$ cat config.mk
export PLATFORM = sky130hd
export DESIGN_NAME = alu_seq_ctrl_flat
export DESIGN_NICKNAME = d
export VERILOG_FILES = /design/src/rtl/alu_seq_ctrl_if.sv /design/src/rtl/alu_seq_ctrl.sv /design/src/flat_wrapper.sv
export SDC_FILE = /design/constraint.sdc
export NUM_CORES = 1
export LEC_CHECK = 0
export CORE_MARGIN = 2
export CORE_UTILIZATION = 47
export CTS_CLUSTER_SIZE = 20
export DETAILED_ROUTE_END_ITERATION = 12
export PLACE_DENSITY = 0.9
export SYNTH_ARGS = -nofsm -noshare
export SYNTH_HDL_FRONTEND = slang
export SYNTH_SLANG_ARGS = --single-unit
$ cat constraint.sdc
create_clock -name clk -period 3.5 [get_ports clk]
set_input_delay 1.05 -clock clk [delete_from_list [all_inputs] [get_ports clk]]
set_output_delay 1.05 -clock clk [all_outputs]
set_load 0.005 [all_outputs]
$ cat src/rtl/alu_seq_ctrl_if.sv
// alu_seq_ctrl_if: instruction fields and ALU flag in, datapath control strobes out.
interface alu_seq_ctrl_if;
    logic [5:0] opcode;
    logic [5:0] funct;
    logic       alu_zero;
    logic       alu_src_a;
    logic [1:0] alu_src_b;
    logic [2:0] alu_op;
    logic       mem_read;
    logic       ir_write;
    logic       pc_write;
    logic       pc_src;
    logic       aluout_write;
    logic       reg_write;
    logic       reg_dst;
    logic       instr_done;
    logic       opcode_err;

    modport master (
        input  opcode, funct, alu_zero,
        output alu_src_a, alu_src_b, alu_op, mem_read, ir_write, pc_write, pc_src,
               aluout_write, reg_write, reg_dst, instr_done, opcode_err
    );

    modport slave (
        output opcode, funct, alu_zero,
        input  alu_src_a, alu_src_b, alu_op, mem_read, ir_write, pc_write, pc_src,
               aluout_write, reg_write, reg_dst, instr_done, opcode_err
    );
endinterface

$ cat src/rtl/alu_seq_ctrl.sv
// alu_seq_ctrl: multicycle fetch/decode/execute/write-back sequencer for add/sub/and/addi/beq/bne.
module alu_seq_ctrl #(
    parameter int MEM_WAIT = 2
) (
    input  logic           clk,
    input  logic           reset,
    alu_seq_ctrl_if.master bus
);
    typedef enum logic [2:0] {S_RESET, S_FETCH, S_DECODE, S_EXEC, S_WB, S_ILLEGAL} state_t;
    typedef enum logic [2:0] {K_ADD, K_SUB, K_AND, K_ADDI, K_BEQ, K_BNE} kind_t;

    typedef struct packed {
        logic       alu_src_a;
        logic [1:0] alu_src_b;
        logic [2:0] alu_op;
        logic       mem_read;
        logic       ir_write;
        logic       pc_write;
        logic       pc_src;
        logic       aluout_write;
        logic       reg_write;
        logic       reg_dst;
        logic       instr_done;
        logic       opcode_err;
    } ctrl_t;

    localparam logic [2:0] WAIT_LAST = 3'(MEM_WAIT);

    state_t state_q, state_d;
    kind_t  kind_q, kind_d, dec_kind;
    logic [2:0] cnt_q, cnt_d;
    ctrl_t  ctrl_q, ctrl_d;
    logic   hold_q;
    logic   dec_ok, is_r, fetch_last, br_take;
    logic   st_dec, st_exec, st_wb, st_ill, exec_br;

    always_comb begin
        is_r     = bus.opcode == 6'h00;
        dec_ok   = is_r ? (bus.funct == 6'h20 || bus.funct == 6'h22 || bus.funct == 6'h24)
                        : (bus.opcode == 6'h08 || bus.opcode == 6'h04 || bus.opcode == 6'h05);
        dec_kind = is_r ? (bus.funct == 6'h22 ? K_SUB : bus.funct == 6'h24 ? K_AND : K_ADD)
                        : (bus.opcode == 6'h08 ? K_ADDI : bus.opcode == 6'h04 ? K_BEQ : K_BNE);
    end

    // hold_q keeps one full RESET cycle after reset drops before fetching
    always_comb begin
        state_d = state_q;
        cnt_d   = cnt_q;
        kind_d  = kind_q;
        case (state_q)
            S_RESET: begin
                state_d = hold_q ? S_RESET : S_FETCH;
                cnt_d   = 3'd0;
            end
            S_FETCH: begin
                state_d = cnt_q == WAIT_LAST ? S_DECODE : S_FETCH;
                cnt_d   = cnt_q == WAIT_LAST ? 3'd0 : cnt_q + 3'd1;
            end
            S_DECODE: begin
                kind_d  = dec_kind;
                state_d = dec_ok ? S_EXEC : S_ILLEGAL;
            end
            S_EXEC:  state_d = (kind_q == K_BEQ || kind_q == K_BNE) ? S_FETCH : S_WB;
            default: state_d = S_FETCH;
        endcase
    end

    // outputs for the upcoming cycle are decoded from next state and registered
    always_comb begin
        fetch_last = state_d == S_FETCH && cnt_d == WAIT_LAST;
        st_dec     = state_d == S_DECODE;
        st_exec    = state_d == S_EXEC;
        st_wb      = state_d == S_WB;
        st_ill     = state_d == S_ILLEGAL;
        exec_br    = st_exec && (kind_d == K_BEQ || kind_d == K_BNE);
        ctrl_d              = '0;
        ctrl_d.mem_read     = state_d == S_FETCH;
        ctrl_d.ir_write     = fetch_last;
        ctrl_d.pc_write     = fetch_last;
        ctrl_d.alu_src_a    = st_exec;
        ctrl_d.alu_src_b    = fetch_last ? 2'b01 : st_dec ? 2'b11
                            : (st_exec && kind_d == K_ADDI) ? 2'b10 : 2'b00;
        ctrl_d.alu_op       = (fetch_last || st_dec) ? 3'b001 : !st_exec ? 3'b000
                            : (exec_br || kind_d == K_SUB) ? 3'b010
                            : kind_d == K_AND ? 3'b011 : 3'b001;
        ctrl_d.pc_src       = exec_br;
        ctrl_d.aluout_write = st_dec || (st_exec && !exec_br);
        ctrl_d.reg_write    = st_wb;
        ctrl_d.reg_dst      = st_wb && (kind_d == K_ADD || kind_d == K_SUB || kind_d == K_AND);
        ctrl_d.instr_done   = st_wb || st_ill || exec_br;
        ctrl_d.opcode_err   = st_ill;
    end

    always_ff @(posedge clk) begin
        if (reset) begin
            state_q <= S_RESET;
            cnt_q   <= 3'd0;
            kind_q  <= K_ADD;
            ctrl_q  <= '0;
            hold_q  <= 1'b1;
        end else begin
            state_q <= state_d;
            cnt_q   <= cnt_d;
            kind_q  <= kind_d;
            ctrl_q  <= ctrl_d;
            hold_q  <= 1'b0;
        end
    end

    // branch decision is the only output that follows alu_zero within the cycle
    assign br_take = state_q == S_EXEC &&
                     (kind_q == K_BEQ ? bus.alu_zero : (kind_q == K_BNE && !bus.alu_zero));

    assign bus.alu_src_a    = ctrl_q.alu_src_a;
    assign bus.alu_src_b    = ctrl_q.alu_src_b;
    assign bus.alu_op       = ctrl_q.alu_op;
    assign bus.mem_read     = ctrl_q.mem_read;
    assign bus.ir_write     = ctrl_q.ir_write;
    assign bus.pc_write     = ctrl_q.pc_write | br_take;
    assign bus.pc_src       = ctrl_q.pc_src;
    assign bus.aluout_write = ctrl_q.aluout_write;
    assign bus.reg_write    = ctrl_q.reg_write;
    assign bus.reg_dst      = ctrl_q.reg_dst;
    assign bus.instr_done   = ctrl_q.instr_done;
    assign bus.opcode_err   = ctrl_q.opcode_err;

    a_ir_reg: assert property (@(posedge clk) !(bus.ir_write && bus.reg_write));
    a_pcsrc:  assert property (@(posedge clk) !(bus.pc_write && bus.pc_src && state_q != S_EXEC));
    a_srcb11: assert property (@(posedge clk) bus.alu_src_b != 2'b11 || state_q == S_DECODE);
endmodule

$ cat src/flat_wrapper.sv
// flat-port wrapper written by rule: the top's interface ports become plain ports
module alu_seq_ctrl_flat 
#(
    parameter int MEM_WAIT = 2
)
  (clk, reset, bus_opcode, bus_funct, bus_alu_zero, bus_alu_src_a, bus_alu_src_b, bus_alu_op, bus_mem_read, bus_ir_write, bus_pc_write, bus_pc_src, bus_aluout_write, bus_reg_write, bus_reg_dst, bus_instr_done, bus_opcode_err);
  alu_seq_ctrl_if bus_i ();
  input  logic clk;
  input  logic reset;
  input wire logic [$bits(bus_i.opcode)-1:0] bus_opcode;
  input wire logic [$bits(bus_i.funct)-1:0] bus_funct;
  input wire logic [$bits(bus_i.alu_zero)-1:0] bus_alu_zero;
  output wire logic [$bits(bus_i.alu_src_a)-1:0] bus_alu_src_a;
  output wire logic [$bits(bus_i.alu_src_b)-1:0] bus_alu_src_b;
  output wire logic [$bits(bus_i.alu_op)-1:0] bus_alu_op;
  output wire logic [$bits(bus_i.mem_read)-1:0] bus_mem_read;
  output wire logic [$bits(bus_i.ir_write)-1:0] bus_ir_write;
  output wire logic [$bits(bus_i.pc_write)-1:0] bus_pc_write;
  output wire logic [$bits(bus_i.pc_src)-1:0] bus_pc_src;
  output wire logic [$bits(bus_i.aluout_write)-1:0] bus_aluout_write;
  output wire logic [$bits(bus_i.reg_write)-1:0] bus_reg_write;
  output wire logic [$bits(bus_i.reg_dst)-1:0] bus_reg_dst;
  output wire logic [$bits(bus_i.instr_done)-1:0] bus_instr_done;
  output wire logic [$bits(bus_i.opcode_err)-1:0] bus_opcode_err;
  assign bus_i.opcode = bus_opcode;
  assign bus_i.funct = bus_funct;
  assign bus_i.alu_zero = bus_alu_zero;
  assign bus_alu_src_a = bus_i.alu_src_a;
  assign bus_alu_src_b = bus_i.alu_src_b;
  assign bus_alu_op = bus_i.alu_op;
  assign bus_mem_read = bus_i.mem_read;
  assign bus_ir_write = bus_i.ir_write;
  assign bus_pc_write = bus_i.pc_write;
  assign bus_pc_src = bus_i.pc_src;
  assign bus_aluout_write = bus_i.aluout_write;
  assign bus_reg_write = bus_i.reg_write;
  assign bus_reg_dst = bus_i.reg_dst;
  assign bus_instr_done = bus_i.instr_done;
  assign bus_opcode_err = bus_i.opcode_err;
  alu_seq_ctrl #(.MEM_WAIT(MEM_WAIT)) u_core (.clk(clk), .reset(reset), .bus(bus_i));
endmodule
==> summary.md, run 1 <==
| Metric | Value |
|---|---|
| Status | `finished clean` |
| Largest net degree at the start of global routing | `14` |
| First-pass DRT Iterations | `4` |
| Vias | `957` |
| YS warnings | `0` |
| Switching power | `0.000101 W` |
| Max_cap viols | `0` |
| TritonCTS Sinks | `23` |
| Syn_nets | `129` |
| H-tree depth | `1` |
| Synth unique cells | `42` |
| Async SR Flop Fraction | `0` |
| Die area | `about 2600 µm²` |
| Setup ws final | `roughly 0.17 ns` |
| Final Wtd Congestion | `0.913` |
| Design Area, Final | `1330 µm²` |
| Clock root buffer | `clkbuf_4` |
| Fraction of layout cells with a size suffix above 1 | `0.0634` |
| Site Rows | `16` |
| Relative slew margins | `0.462` |
| Placed Area | `around 1300 µm²` |
| Worst VDD drop | `281 µV` |
| Hold path depth | `2` |
| Initial DRC count | `25` |
| Setup crit end kind | `primary output` |
| Mean Syn Cell Area | `8.94 µm²` |
| Pre-CTS setup slack | `approximately 0.12 ns` |
| Main synth FF type | `dfxtp_1` |
| Worst skew pair latency | `0.31 ns` |
| DR vias/cell | `5.66` |
| Area delta synth->final | `30.1%` |
| Hold Vio Cnt, Final | `0` |
| IO Port Bufs | `28` |
| Post-synth EDFFs | `0` |
| Post-DRT Antenna Nets | `0` |
| Total setup buffers inserted after CTS | `0` |
| Antenna diodes | `0` |
| Seq pwr share | `0.616` |
| Height of the die | `between 50 and 60 µm` |
| PostCTS Resize Cnt | `0` |
| Fin crit share | `0.952` |
| Critical Path AT | `2.28 ns` |
| Highest Clock Rate | `300 MHz` |
| Leak | `0.488 nW` |
| Synth Instances | `114` |
| Crit path from | `bus_alu_zero` |
| Die Width | `50.6 µm` |
| WL/cell | `between 10 and 15 µm` |
| Synth top area share | `0.452` |
| Crit path kind | `in -> out` |
| Fin util | `0.663` |
| Cts hold-fix bufs | `0` |
| Number of global-route vias before repair | `889` |
| Setup TNS | `0 ns` |
| Clock share of power | `0.272` |
| Layout Nets | `158` |
| DRC violations left | `0` |
| Comb pwr share | `0.112` |
| Remaining Overflow, GRT | `0` |
| Most numerous cell in the Yosys netlist | `dfxtp_1` |
| Yosys top cell by area | `dfxtp_1` |
| Total track usage | `0.189` |
| Global-route wire length before repair | `3590 µm` |
| Fin crit period | `3.33 ns` |
| RR Startpoint | `u_core.state_q[1]` |
| Setup crit start kind | `input pin` |
| Unrepaired setup endpoints after global routing | `no` |
| Crit path to | `bus_pc_write` |
| Core area | `2000 µm²` |
| Commonest cells in the netlist | `dfxtp_1 (23), nor2_1 (15), a21oi_1 (8), inv_1 (6), nand2_1 (6)` |
| Initial antenna violation count | `0` |
| Starting Density | `0.509` |
| Sw frac | `0.229` |
| Final max-slew violation count | `0` |
| PwrDens | `333 nW/µm²` |
| Worst Path Required | `2.45 ns` |
| Top cells by area, synth | `dfxtp_1 (45%), nor2_1 (5.5%), a21oi_1 (3.9%)` |
| Setup violations, final | `0` |
| Hold Worst Slack | `0.550 ns` |
| Skew final | `0.00798 ns` |
| Longest Clk Path Bufs | `2` |
| Total CTS buffers | `3` |
| DPL Wire Length | `1730 µm` |
| Routed wire length | `2240 µm` |
| Max FO, Critical Path | `1` |
| FF-to-FF path depth | `5` |
| Io pins | `30` |
| Worst R2R End | `u_core.bus.alu_op[1]` |
| Synthesized flop and latch total | `23` |
| Clock slew at reported path FFs | `0.12 ns` |
| Post-synthesis sequential area ratio | `0.452` |
| Internal power | `~0.00034 W` |
| CTS tree | `done` |
| Post-Syn Area | `1020 µm²` |
| Slew @ Worst Pin | `~0.80 ns` |
| Min-Delay Path Class | `reg -> reg` |
| FF-to-FF setup slack | `1.29 ns` |
cell families (layout without fill, tap and decap cells):
kind of cell | count (synthesis) | count (layout) | synth area share
other cells | 1 | 1 | 0.00368
flops | 23 | 23 | 0.452
mux | 1 | 1 | 0.00982
xor+xnor | 1 | 1 | 0.00859
compound gates | 28 | 28 | 0.195
buf+inv | 10 | 38 | 0.0552
simple gates | 50 | 50 | 0.276
how the worst min path moves through the flow:
| stage | endpoint | startpoint | slack [ns] |
|---|---|---|---|
| after floorplan | u_core.kind_q[1] | u_core.kind_q[1] | 0.48 |
| after global placement | u_core.kind_q[1] | u_core.kind_q[1] | 0.51 |
| after detailed placement | u_core.cnt_q[1] | u_core.cnt_q[1] | 0.53 |
| after CTS | u_core.cnt_q[1] | u_core.cnt_q[1] | 0.54 |
| after global routing | u_core.cnt_q[1] | u_core.cnt_q[1] | 0.60 |
| final | u_core.cnt_q[1] | u_core.cnt_q[1] | 0.55 |
worst max-delay path, stage by stage:
cell	delay, ns
clkdlybuf4s50_1	0.47
xor2_1	0.14
a21o_1	0.12
clkdlybuf4s50_1	0.49
routing by layer:
metal / wire length, µm / global-route usage
met2: 1160 / 0.346
met1: 912 / 0.196
met3: 138 / 0.0476
met4: 23 / 0.0991
met5: 0 / 0
per-stage QoR:
step / total power [W] / std cells
global route: 0.000463 / 169
detailed placement: 0.000326 / 165
floorplan: 0.000299 / 114
global placement: 0.000324 / 165
finish: 0.000441 / 169
CTS: 0.000444 / 169
registers in the layout (all words and copies together) (netlist names):
| name | cells |
|---|---|
| u_core.bus.instr_done | 1 |
| u_core.bus.opcode_err | 1 |
| u_core.bus.alu_op | 2 |
| u_core.hold_q | 1 |
| u_core.kind_q | 3 |
| u_core.bus.alu_src_a | 1 |
| u_core.bus.reg_write | 1 |
| u_core.bus.alu_src_b | 2 |
| u_core.bus.ir_write | 1 |
| u_core.bus.mem_read | 1 |
| u_core.bus.reg_dst | 1 |
| u_core.bus.aluout_write | 1 |
| u_core.state_q | 3 |
| u_core.bus.pc_src | 1 |
| u_core.cnt_q | 3 |
cell usage in the layout (no fill, tap or decap), types with 3 or more instances in the layout:
cell type / n
a21oi_1: 8
clkbuf_4: 3
inv_1: 6
o21ai_0: 3
and2_1: 3
clkdlybuf4s50_1: 28
nand2_1: 6
dfxtp_1: 23
or3_1: 3
nor3_1: 4
nor2_1: 15
nand2b_1: 3
power groups by stage:
stage | clock (W) | combinational (W) | sequential [W]
3_5_place_dp | 0 | 0.0000485 | 0.000278
6_report | 0.000120 | 0.0000495 | 0.000272
5_1_grt | 0.000137 | 0.0000532 | 0.000273
3_3_place_gp | 0 | 0.0000472 | 0.000277
2_1_floorplan | 0 | 0.0000222 | 0.000277
4_1_cts | 0.000123 | 0.0000487 | 0.000272
area by class of cell:
type | instances | area, µm²
fillers | 170 | 676
clock buffers | 4 | 26.3
flip-flops and latches | 23 | 460
inverters | 6 | 22.5
well taps | 27 | 33.8
multi-input cells | 81 | 503
repair buffers | 28 | 280
Power figures use the tool's default switching activity.
==> run 2: changes to the inputs <==
==> constraint.sdc (replaced) <==
create_clock -name clk -period 4.1 [get_ports clk]
set_input_delay 1.23 -clock clk [delete_from_list [all_inputs] [get_ports clk]]
set_output_delay 1.23 -clock clk [all_outputs]
set_load 0.005 [all_outputs]
==> summary.md, run 2 (same netlist as run 1, synthesis figures left out) <==
| Metric | Value |
|---|---|
| Final Wtd Congestion | `0.925` |
| Crit path kind | `in -> out` |
| Layout Nets | `~160` |
| Setup crit start kind | `input pin` |
| DRC violations left | `0` |
| CP most frequent cell | `clkdlybuf4s50_1` |
| Setup crit end kind | `primary output` |
| H-tree depth | `1` |
| DPL Wire Length | `about 1600 µm` |
| Most common cell after layout, fill and taps aside | `clkdlybuf4s50_1` |
| Starting Density | `0.509` |
| Slew @ Worst Pin | `0.687 ns` |
| Largest stage delay on the critical path | `0.49 ns` |
| Routed wire length | `2170 µm` |
| Post-layout power | `about 0.00037 W` |
| Remaining Overflow, GRT | `0` |
| DR vias/cell | `5.70` |
| PostCTS Resize Cnt | `0` |
| Clock root buffer | `clkbuf_4` |
| Filler cells | `165` |
| Skew final | `about 0.0085 ns` |
| Hold Vio Cnt, Final | `0` |
| Leak | `0.488 nW` |
| CTS tree | `done` |
| Final max-slew violation count | `0` |
| Die area | `2560 µm²` |
| Worst Path Required | `2.87 ns` |
| Die Width | `50.6 µm` |
| Antenna diodes | `0` |
| Total setup buffers inserted after CTS | `0` |
| Total track usage | `0.194` |
| Area delta synth->final | `30.1%` |
| PwrDens | `281 nW/µm²` |
| Post-DRT Antenna Nets | `0` |
| TritonCTS Sinks | `23` |
| Worst skew pair latency | `around 0.31 ns` |
| Io pins | `30` |
| Pre-CTS setup slack | `0.412 ns` |
| Setup violations, final | `0` |
| Worst VDD drop | `roughly 180 µV` |
| IO Port Bufs | `28` |
| Clock slew at reported path FFs | `0.11 ns` |
| Unrepaired setup endpoints after global routing | `no` |
| Height of the die | `about 51 µm` |
| First-pass DRT Iterations | `5` |
| WL/cell | `12.8 µm` |
| Max FO, Critical Path | `1` |
| Status | `finished clean` |
| Total CTS buffers | `3` |
| Global-route wire length before repair | `3810 µm` |
| Relative slew margins | `0.536` |
| Site Rows | `16` |
| FF/Latch Area | `460 µm²` |
| Cts hold-fix bufs | `0` |
| Max_cap viols | `0` |
| Critical Path AT | `2.46 ns` |
| Setup ws final | `between 0.4 and 0.5 ns` |
| Setup TNS | `0 ns` |
| Core area | `2000 µm²` |
| Largest net degree at the start of global routing | `14` |
| Multi-input gate area | `503 µm²` |
| Crit-path cells | `clkdlybuf4s50_1, xor2_1, a21o_1, clkdlybuf4s50_1` |
| Vias | `~960` |
| Min-Delay Path Class | `reg -> reg` |
| Initial DRC count | `34` |
| Largest registers | `u_core.cnt_q x3, u_core.kind_q x3, u_core.state_q x3` |
| Hold Worst Slack | `0.557 ns` |
| Longest Clk Path Bufs | `2` |
| Commonest non-fill, non-tap cells in the layout | `clkdlybuf4s50_1 (28), dfxtp_1 (23), nor2_1 (15)` |
| Fraction of layout cells with a size suffix above 1 | `0.0634` |
| Fin crit share | `0.900` |
| Critical-path top delay cell | `clkdlybuf4s50_1` |
| Highest Clock Rate | `~270 MHz` |
| Fin crit period | `3.69 ns` |
| Number of global-route vias before repair | `approximately 900` |
| Initial antenna violation count | `0` |
## run 2: cell counts in the layout (fill, tap and decap cells not counted)
No cell type changed its count.
## run 2: power breakdown
| part | switching (W) | total [W] | internal, W | leakage [nW] |
|---|---|---|---|---|
| combinational | 0.0000179 | 0.0000419 | 0.0000241 | 0.286 |
| sequential | 0.00000407 | 0.000232 | 0.000228 | 0.186 |
| clock | 0.0000604 | 0.0000984 | 0.0000380 | 0.0150 |
## run 2: final cells by class
type                            instances  area share
Clock buffer                            4      0.0198
Inverter                                6      0.0170
Multi-Input combinational cell         81       0.379
Sequential cell                        23       0.347
Tap cell                               27      0.0255
Timing Repair Buffer                   28       0.211
## run 2: metal layers
metal / up-vias / part of all wire / GRT usage
met2: 49 / 0.52 / 0.340
li1: 467 / - / -
met1: 443 / 0.39 / 0.225
met4: 0 / 0.0074 / 0.0631
met3: 4 / 0.080 / 0.0565
met5: - / 0 / 0
## run 2: worst max-delay path: cells and delay by family
kind,cells,cell delay (ns)
buffers and inverters,2,0.96
xor gates and xnor gates,1,0.14
AOI/OAI and AO/OA,1,0.12
## run 2: worst paths after layout
check	start	end	slack, ns	depth (start not counted)
hold reg to reg	u_core.cnt_q[1]	u_core.cnt_q[1]	0.56	2
hold / removal	u_core.cnt_q[1]	u_core.cnt_q[1]	0.56	2
setup reg to reg	u_core.state_q[1]	u_core.bus.alu_op[1]	1.89	5
setup / recovery	bus_alu_zero	bus_pc_write	0.41	4
## run 2: stage by stage
step                instances  instance area (µm²)  utilization
global route              169                 1330        0.663
detailed placement        165                 1300        0.649
finish                    169                 1330        0.663
global placement          165                 1300        0.649
floorplan                 114                 1020            -
CTS                       169                 1330        0.663
